### src/rtl/bcd_display_scanner_pkg.sv
// Shared types and sizing helpers for the multiplexed BCD display scanner.
package bcd_display_pkg;

    typedef logic [3:0] bcd_t;

    typedef enum logic [0:0] {
        ST_BLANK,
        ST_SHOW
    } scan_state_t;

    localparam bcd_t BCD_MAX = 4'd9;

    function automatic logic bcd_valid(bcd_t digit);
        return digit <= BCD_MAX;
    endfunction

    function automatic int unsigned cnt_width(int unsigned refresh_div, int unsigned blank_cycles);
        int unsigned max_len;
        max_len = refresh_div;
        if (blank_cycles > max_len) begin
            max_len = blank_cycles;
        end
        if (max_len < 1) begin
            max_len = 1;
        end
        return $clog2(max_len + 1);
    endfunction

    function automatic int unsigned idx_width(int unsigned num_digits);
        return (num_digits > 1) ? $clog2(num_digits) : 1;
    endfunction

endpackage

### src/rtl/bcd_display_scanner_if.sv
// Load/display bundle between a digit source (master) and the scanner (slave).
interface bcd_display_scanner_if #(
    parameter int unsigned NUM_DIGITS = 4
);
    import bcd_display_pkg::*;

    logic                    load;
    logic [4*NUM_DIGITS-1:0] bcd_in;
    logic                    blank_leading;
    logic                    load_ready;
    bcd_t                    bcd_out;
    logic                    seg_en;
    logic [NUM_DIGITS-1:0]   digit_sel;
    logic                    frame_done;

    modport master (
        output load,
        output bcd_in,
        output blank_leading,
        input  load_ready,
        input  bcd_out,
        input  seg_en,
        input  digit_sel,
        input  frame_done
    );

    modport slave (
        input  load,
        input  bcd_in,
        input  blank_leading,
        output load_ready,
        output bcd_out,
        output seg_en,
        output digit_sel,
        output frame_done
    );

endinterface

### src/rtl/bcd_display_scanner_scan_timer.sv
// Phase counter and BLANK/SHOW sequencer; walks the digit index once per slot.
module scan_timer
    import bcd_display_pkg::*;
#(
    parameter int unsigned NUM_DIGITS   = 4,
    parameter int unsigned REFRESH_DIV  = 1000,
    parameter int unsigned BLANK_CYCLES = 2,
    localparam int unsigned IdxW        = idx_width(NUM_DIGITS)
) (
    input  logic            clk,
    input  logic            rst_n,
    output logic [IdxW-1:0] idx_o,
    output scan_state_t     state_o,
    output logic            end_of_frame_o
);

    localparam int unsigned CntW      = cnt_width(REFRESH_DIV, BLANK_CYCLES);
    localparam int unsigned ShowLast  = REFRESH_DIV - 1;
    localparam int unsigned BlankLast = (BLANK_CYCLES > 0) ? BLANK_CYCLES - 1 : 0;
    localparam int unsigned LastIdx   = NUM_DIGITS - 1;

    scan_state_t     state_q, state_d;
    logic [CntW-1:0] cnt_q, cnt_d;
    logic [IdxW-1:0] idx_q, idx_d;
    logic            show_end;

    always_comb begin
        state_d  = state_q;
        cnt_d    = cnt_q + CntW'(1);
        idx_d    = idx_q;
        show_end = 1'b0;
        case (state_q)
            ST_BLANK: begin
                // With no blank phase this state is only seen once, right after reset.
                if (cnt_q == CntW'(BlankLast)) begin
                    state_d = ST_SHOW;
                    cnt_d   = '0;
                end
            end
            ST_SHOW: begin
                if (cnt_q == CntW'(ShowLast)) begin
                    show_end = 1'b1;
                    cnt_d    = '0;
                    idx_d    = (idx_q == IdxW'(LastIdx)) ? '0 : idx_q + IdxW'(1);
                    state_d  = (BLANK_CYCLES == 0) ? ST_SHOW : ST_BLANK;
                end
            end
            default: begin
                state_d = ST_BLANK;
                cnt_d   = '0;
            end
        endcase
    end

    always_ff @(posedge clk) begin
        if (!rst_n) begin
            state_q <= ST_BLANK;
            cnt_q   <= '0;
            idx_q   <= '0;
        end else begin
            state_q <= state_d;
            cnt_q   <= cnt_d;
            idx_q   <= idx_d;
        end
    end

    assign idx_o          = idx_q;
    assign state_o        = state_q;
    assign end_of_frame_o = show_end && (idx_q == IdxW'(LastIdx));

endmodule

### src/rtl/bcd_display_scanner.sv
// N-digit 7-segment scanner: double-buffered digit load, leading-zero and invalid-code blanking,
// one-hot digit select. Outputs decode from registered state only.
module bcd_display_scanner
    import bcd_display_pkg::*;
#(
    parameter int unsigned NUM_DIGITS   = 4,
    parameter int unsigned REFRESH_DIV  = 1000,
    parameter int unsigned BLANK_CYCLES = 2
) (
    input logic                   clk,
    input logic                   rst_n,
    bcd_display_scanner_if.slave  bus
);

    localparam int unsigned IdxW = idx_width(NUM_DIGITS);

    logic [IdxW-1:0] idx;
    scan_state_t     state;
    logic            end_of_frame;

    scan_timer #(
        .NUM_DIGITS  (NUM_DIGITS),
        .REFRESH_DIV (REFRESH_DIV),
        .BLANK_CYCLES(BLANK_CYCLES)
    ) u_scan_timer (
        .clk           (clk),
        .rst_n         (rst_n),
        .idx_o         (idx),
        .state_o       (state),
        .end_of_frame_o(end_of_frame)
    );

    bcd_t [NUM_DIGITS-1:0] bcd_in_digits;
    bcd_t [NUM_DIGITS-1:0] shadow_q, shadow_d;
    bcd_t [NUM_DIGITS-1:0] disp_q, disp_d;
    logic                  pending_q, pending_d;
    logic                  blank_lead_q, blank_lead_d;

    assign bcd_in_digits = bus.bcd_in;

    // Shadow capture and frame-boundary commit; a load on the commit cycle bypasses the shadow.
    always_comb begin
        shadow_d     = shadow_q;
        pending_d    = pending_q;
        disp_d       = disp_q;
        blank_lead_d = bus.blank_leading;
        if (bus.load) begin
            shadow_d  = bcd_in_digits;
            pending_d = 1'b1;
        end
        if (end_of_frame) begin
            if (bus.load) begin
                disp_d = bcd_in_digits;
            end else if (pending_q) begin
                disp_d = shadow_q;
            end
            pending_d = 1'b0;
        end
    end

    always_ff @(posedge clk) begin
        if (!rst_n) begin
            shadow_q     <= '0;
            pending_q    <= 1'b0;
            disp_q       <= '0;
            blank_lead_q <= 1'b0;
        end else begin
            shadow_q     <= shadow_d;
            pending_q    <= pending_d;
            disp_q       <= disp_d;
            blank_lead_q <= blank_lead_d;
        end
    end

    // upper_zero[i] is set when digit i and every more significant digit are zero.
    logic [NUM_DIGITS-1:0] upper_zero;

    always_comb begin
        upper_zero                 = '0;
        upper_zero[NUM_DIGITS-1]   = (disp_q[NUM_DIGITS-1] == 4'd0);
        for (int i = int'(NUM_DIGITS) - 2; i >= 0; i--) begin
            upper_zero[i] = (disp_q[i] == 4'd0) && upper_zero[i+1];
        end
    end

    logic show;
    bcd_t cur_digit;
    logic lead_blank;

    always_comb begin
        show       = (state == ST_SHOW);
        cur_digit  = disp_q[idx];
        lead_blank = blank_lead_q && (idx != '0) && upper_zero[idx];

        bus.digit_sel  = '0;
        bus.bcd_out    = '0;
        bus.seg_en     = 1'b0;
        if (show) begin
            bus.digit_sel = NUM_DIGITS'(1) << idx;
            bus.bcd_out   = cur_digit;
            bus.seg_en    = bcd_valid(cur_digit) && !lead_blank;
        end
        bus.load_ready = !pending_q;
        bus.frame_done = end_of_frame;
    end

endmodule
### src/flat_wrapper.sv
// flat-port wrapper written by rule: the top's interface ports become plain ports
module bcd_display_scanner_flat import bcd_display_pkg::*;
#(
    parameter int unsigned NUM_DIGITS   = 4,
    parameter int unsigned REFRESH_DIV  = 1000,
    parameter int unsigned BLANK_CYCLES = 2
)
  (clk, rst_n, bus_load, bus_bcd_in, bus_blank_leading, bus_load_ready, bus_bcd_out, bus_seg_en, bus_digit_sel, bus_frame_done);
  bcd_display_scanner_if #(.NUM_DIGITS(NUM_DIGITS)) bus_i ();
  input logic clk;
  input logic rst_n;
  input wire logic [$bits(bus_i.load)-1:0] bus_load;
  input wire logic [$bits(bus_i.bcd_in)-1:0] bus_bcd_in;
  input wire logic [$bits(bus_i.blank_leading)-1:0] bus_blank_leading;
  output wire logic [$bits(bus_i.load_ready)-1:0] bus_load_ready;
  output wire logic [$bits(bus_i.bcd_out)-1:0] bus_bcd_out;
  output wire logic [$bits(bus_i.seg_en)-1:0] bus_seg_en;
  output wire logic [$bits(bus_i.digit_sel)-1:0] bus_digit_sel;
  output wire logic [$bits(bus_i.frame_done)-1:0] bus_frame_done;
  assign bus_i.load = bus_load;
  assign bus_i.bcd_in = bus_bcd_in;
  assign bus_i.blank_leading = bus_blank_leading;
  assign bus_load_ready = bus_i.load_ready;
  assign bus_bcd_out = bus_i.bcd_out;
  assign bus_seg_en = bus_i.seg_en;
  assign bus_digit_sel = bus_i.digit_sel;
  assign bus_frame_done = bus_i.frame_done;
  bcd_display_scanner #(.NUM_DIGITS(NUM_DIGITS), .REFRESH_DIV(REFRESH_DIV), .BLANK_CYCLES(BLANK_CYCLES)) u_core (.clk(clk), .rst_n(rst_n), .bus(bus_i));
endmodule
### config.mk
export PLATFORM = sky130hd
export DESIGN_NAME = bcd_display_scanner_flat
export DESIGN_NICKNAME = d
export VERILOG_FILES = /design/src/rtl/bcd_display_scanner_pkg.sv /design/src/rtl/bcd_display_scanner_if.sv /design/src/rtl/bcd_display_scanner_scan_timer.sv /design/src/rtl/bcd_display_scanner.sv /design/src/flat_wrapper.sv
export SDC_FILE = /design/constraint.sdc
export NUM_CORES = 1
export LEC_CHECK = 0
export ABC_AREA = 1
export CORE_MARGIN = 8
export CORE_UTILIZATION = 54
export DETAILED_ROUTE_END_ITERATION = 7
export GPL_TIMING_DRIVEN = 0
export PLACE_DENSITY = 0.79
export SETUP_SLACK_MARGIN = 0.1
export SLEW_MARGIN = 30
export SYNTH_ARGS = -nofsm -noshare
export SYNTH_HDL_FRONTEND = slang
export SYNTH_SLANG_ARGS = --single-unit
### constraint.sdc
create_clock -name clk -period 2.1 [get_ports clk]
set_clock_uncertainty 0.15 [all_clocks]
set_input_delay 0.315 -clock clk [delete_from_list [all_inputs] [get_ports clk]]
set_output_delay 0.315 -clock clk [all_outputs]
set_load 0.05 [all_outputs]
### Word level (Yosys, flattened, before mapping)

Index checks and enable logic that the tools add are counted.

* register bits after elaboration: 47
* output and inout port bits: 11
* logic and storage cells: 59

* $add $sub $neg: 2
* magnitude comparators: 2
* equal/unequal tests: 3
* shifts and indexed selects: 1
* multiplexer cells: 18
* bitwise gates (word level): 2
* reductions and logical operators: 18

Operators by type and width (count)
* two-way mux 16 bit: 2
* two-way mux 10 bit: 2
* case mux 10 bit (2 select lines): 1
* logical NOT 4 bit: 4
* two-way mux 4 bit: 3
* adder 10 x 1 -> 10 bit (second input constant): 1
* equality test 10 x 1 -> 1 bit (second input constant): 1
* equality test 10 bit (second input constant): 1
* binary-select mux 4 bit (select 2 bit): 1
* logical AND 1 bit: 7
* two-way mux 1 bit: 6
* less-or-equal comparator 4 bit (second input constant): 1
* AND reduction 2 bit: 2
* nonzero test 2 bit: 2
* left shift 1 x 2 -> 4 bit (first input constant): 1
* < comparator 2 x 3 -> 1 bit (second input constant): 1
* adder 2 x 1 -> 2 bit (second input constant): 1
* binary-select mux 1 bit (select 2 bit): 1
* equality test 2 bit (second input constant): 1
* logical NOT 1 bit: 2
* two-way mux 2 bit: 1
* NOT 1 bit: 2
* case mux 1 bit (2 select lines): 1
* OR reduction 2 bit: 1

### Longest topological paths before layout

* word-level depth: 10
* depth in mapped cells: 9
* depth with buffers taken out: 8

### Cells and area by module

From an unflattened synthesis, not the netlist that was laid out.

* cell total of the unflattened synthesis: 315
* area total of the unflattened synthesis: 2250.9 µm²

By module, submodules not included
* bcd_display_scanner: times used 1, cells an instance 210, area each 1535.2 µm², seq. area each 680.7 µm²
* scan_timer: times used 1, cells an instance 105, area each 715.7 µm², seq. area each 260.2 µm²

### Worst setup path after synthesis

No wires, ideal clock.

* path kind: reg-to-output
* start point: register u_core.u_scan_timer.idx_q[0], in the netlist u_core.u_scan_timer.idx_o[0]
* end point: output port bus_seg_en
* arrival: 1669 ps
* required time: 1635 ps
* slack: -34 ps
* stages on the path, launching flop included: 9
* buffers on the path: 0
* cells stage by stage: dfxtp_1 > clkinv_1 > nor2_1 > nor2_1 > o21ai_0 > nand2_1 > nand2_1 > nand2_1 > nor2_1

* cells in the longest elaborated chain, start to end: 6
* elaborated cells on any way between the ends: 11

RTL lines
* from (decl): RTL line bcd_display_scanner_scan_timer.sv:24 `logic [IdxW-1:0] idx_q, idx_d;`
* from (signal assigned): RTL line bcd_display_scanner_scan_timer.sv:63 `idx_q <= idx_d;`
* parallel branches: the longest is 4 deep, another holds less-or-equal comparator 4 bit
* logical AND 1 bit *: RTL line bcd_display_scanner.sv:101 `bus.seg_en = bcd_valid(cur_digit) && !lead_blank;`
* two-way mux 1 bit *: RTL line bcd_display_scanner.sv:98 `if (show) begin`
* to (decl): RTL line flat_wrapper.sv:17 `output wire logic [$bits(bus_i.seg_en)-1:0] bus_seg_en;`

Mark *: on every way between the ends. The select of a mux whose other input is x is not followed.

### Worst setup path after layout

* start point: register u_core.u_scan_timer.idx_q[1], in the netlist u_core.u_scan_timer.idx_o[1]
* end point: output port bus_seg_en

Same word-level chain as after synthesis.

==> impl_metrics.yaml <==
outcome:
  status: "finished, final reports clean"
setup_path:
  cp-end-kind: "primary output"
  rrSetupSlack_ps: 280
  rr_endpoint: "u_core.disp_q[7]"
  required_ps: 1630
  reg2reg_depth: 10
  cp_slowest_cell: "dfxtp_2"
  max_stage_delay_ps: 360
  path_cells: "buf_8, clkinvlp_4, ha_4, nor2_2, nand4_1, nor2_1, nand2_1, inv_1, nor2_2, buf_6"
  path_common_cell: "nor2_2"
  cp-start-kind: "flop"
  crit_type: "reg2out"
  timing.rr.start: "u_core.u_scan_timer.cnt_q[0]"
  critPathMaxFanout: 3
  cp.arrival_ps: 1620
clocking:
  numClockSinks: 47
  holdBufCountCts: 0
  cts_buffers: 5
  clockBufferDepth: 2
  clk_latency_ps: 300
  cts_tree: "done"
  clkTransAtPathRegs_ps: 80
  htreeDepth: 2
  root_buffer: "clkbuf_8"
sta:
  setup_viol: 0
  period_minus_slack_ps: 2090
  fin_crit_sh_pct: 99.4
  drv_slew: 0
  rsz0062_at_grt: "true"
  worstMarginPinSlew_ps: 497
  fmax_ghz: 0.479
  hold_viol: 0
  finalWorstSetupSlack_ps: 12.9
  slew_headroom_pct: 66.8
  tns_ps: 0
pwr:
  finalPower_w: 0.00185
  power_leakage_nw: 1.25
  peakVddDrop_uv: 564
  power_density_mw_per_mm2: 651
route:
  drtIter0Drc: 122
  drc_errors: 0
  ant_nets: 0
  drt-met1-wl_mm: 2.36
  routed.top_layer: "met4"
  dr.pass1.iters: 4
  via_per_inst: 4.97
  routedWlPerCell_um: 12.4
  met3_length_um: 177
  routed-wl-met2_mm: 2.34
  wirelength_mm: 4.94
  vias: 1977
layout:
  synthToLayoutAreaGrowth_pct: 29.1
  final_cells: 398
  antenna_cells: 0
  final_core_util_pct: 71.6
  drive_above_1_share_pct: 17.8
  layout.nets: 374
floorplan:
  coreArea_mm2: 0.00397
  die_height_um: 79.9
  fp-row-count: 23
  die-area_mm2: 0.00638
  io_pins: 31
  die_x_um: 79.9
  start_util_pct: 55.5
grt:
  grt_pass1_wl_mm: 8.47
  antenna_found_initial: 0
  overflow: 0
  grt_max_degree: 14
  track_usage_pct: 16.4
  grt_pass1_vias: 1864
synth:
  yosys-top-cells-count: "nor2_1 (84), nand2_1 (52), dfxtp_1 (47), nand3_1 (26), inv_1 (19)"
  yosysTopAreaCell: "dfxtp_1"
  yosysWarnings: 0
  synthDistinctLibCells: 26
  yosysMostFrequentCell: "nor2_1"
  ys_ff_latch: 47
  synth_area_leaders: "dfxtp_1 (43%), nor2_1 (14%), nand2_1 (8.9%)"
  avgSynthCellArea_um2: 7.45
  ys_seq_area_share_pct: 42.7
  syn-cell-area_mm2: 0.00220
  ys.flop_type: "dfxtp_1"
  syn_inst: 296
  syn_nets: 322
  synth-edff-count: 0
  synthArstFlopShare_pct: 0
  synth_top_area_share_pct: 42.7
run:
  cap_violations: 0
place:
  dp.cells: 375
  place_congestion: 0.850
  hpwlAfterDp_mm: 3.56
  io_buffer_count: 29
  dpl_worst_slack_ps: -573
min_path:
  hold_start: "bus_load"
  hp-class: "in2reg"
  min_to: "u_core.shadow_q[9]"
  whs_path_depth: 3
-- power by group --
part | leakage, nW | switching [W] | internal [W] | total [W]
Clock | 0.0513 | 0.000288 | 0.000349 | 0.000637
Combinational | 0.817 | 0.000154 | 0.000116 | 0.000270
Sequential | 0.385 | 0.0000176 | 0.000927 | 0.000945
-- registers in the layout (all words and copies together) (netlist names) --
register	flops
u_core.u_scan_timer.state_o	1
u_core.pending_q	1
u_core.u_scan_timer.idx_o	2
u_core.blank_lead_q	1
u_core.shadow_q	16
u_core.disp_q	16
u_core.u_scan_timer.cnt_q	10
-- metal layers --
metal,global-route usage (%),vias up
met4,6.91,0
li1,-,1038
met3,4.73,6
met1,20.7,902
met2,25.5,31
met5,0,-
-- worst max-delay path, delay by kind of cell (launching register included) --
| family | cells | cell delay (ps) |
|---|---|---|
| adders and majority gates | 1 | 180 |
| DFF | 1 | 360 |
| and+or+nand+nor | 5 | 360 |
| buffers and inverters | 4 | 410 |
-- through the flow --
step           hold slack, ps  area, µm²
4_1_cts                   310       2790
2_1_floorplan             263       2210
6_report                  315       2850
3_3_place_gp              296       2570
5_1_grt                   317       2850
3_5_place_dp              308       2570
-- area by class of cell --
class / count / area (µm²)
well taps: 50 / 62.6
repair buffers: 45 / 398
plain buffers: 11 / 78.8
clock inverters: 1 / 30.0
fillers: 325 / 1130
clock buffers: 6 / 72.6
inverters: 21 / 87.6
flip-flops and latches: 47 / 948
multi-input cells: 217 / 1170
-- how the worst max path moves through the flow --
stage                                             from        endpoint  slack [ps]  cells past startpoint
after floorplan           u_core.u_scan_timer.idx_o[0]  bus_bcd_out[2]         130                      5
after global placement    u_core.u_scan_timer.idx_o[1]      bus_seg_en        -540                     10
after detailed placement  u_core.u_scan_timer.idx_o[1]      bus_seg_en        -570                     10
after CTS                 u_core.u_scan_timer.idx_o[1]      bus_seg_en          20                     10
after global routing      u_core.u_scan_timer.idx_o[0]      bus_seg_en         -90                      8
final                     u_core.u_scan_timer.idx_o[1]      bus_seg_en          10                     10
-- cells by family after synthesis --
group           synth area share, %
simple gates                   34.9
flops                          42.7
buf+inv                        6.30
mux                            7.26
compound gates                 3.06
xor+xnor                       2.38
fa+ha+maj                      3.41
-- placed cells by master, fill, tap and decap left out, types with 3 or more instances in the layout --
cell	n
dfxtp_2	3
ha_1	4
clkbuf_1	4
nor2_2	4
mux2i_1	16
nor2_4	3
nand2_1	52
inv_1	18
nand3_1	26
nor2_1	82
clkbuf_8	5
xor2_1	4
o21ai_0	4
buf_2	6
dfxtp_1	43
buf_6	6
clkdlybuf4s50_1	19
buf_4	18
-- repair_timing --
| item | in CTS | in global routing |
|---|---|---|
| pin swaps | 6 | 8 |
| endpoints found under the hold margin | 0 | 0 |
| endpoints found under the setup margin | 10 | 9 |
| buffers inserted | 9 | 7 |
| resized for setup | 67 | 19 |
(Power assumes the default switching activity.)
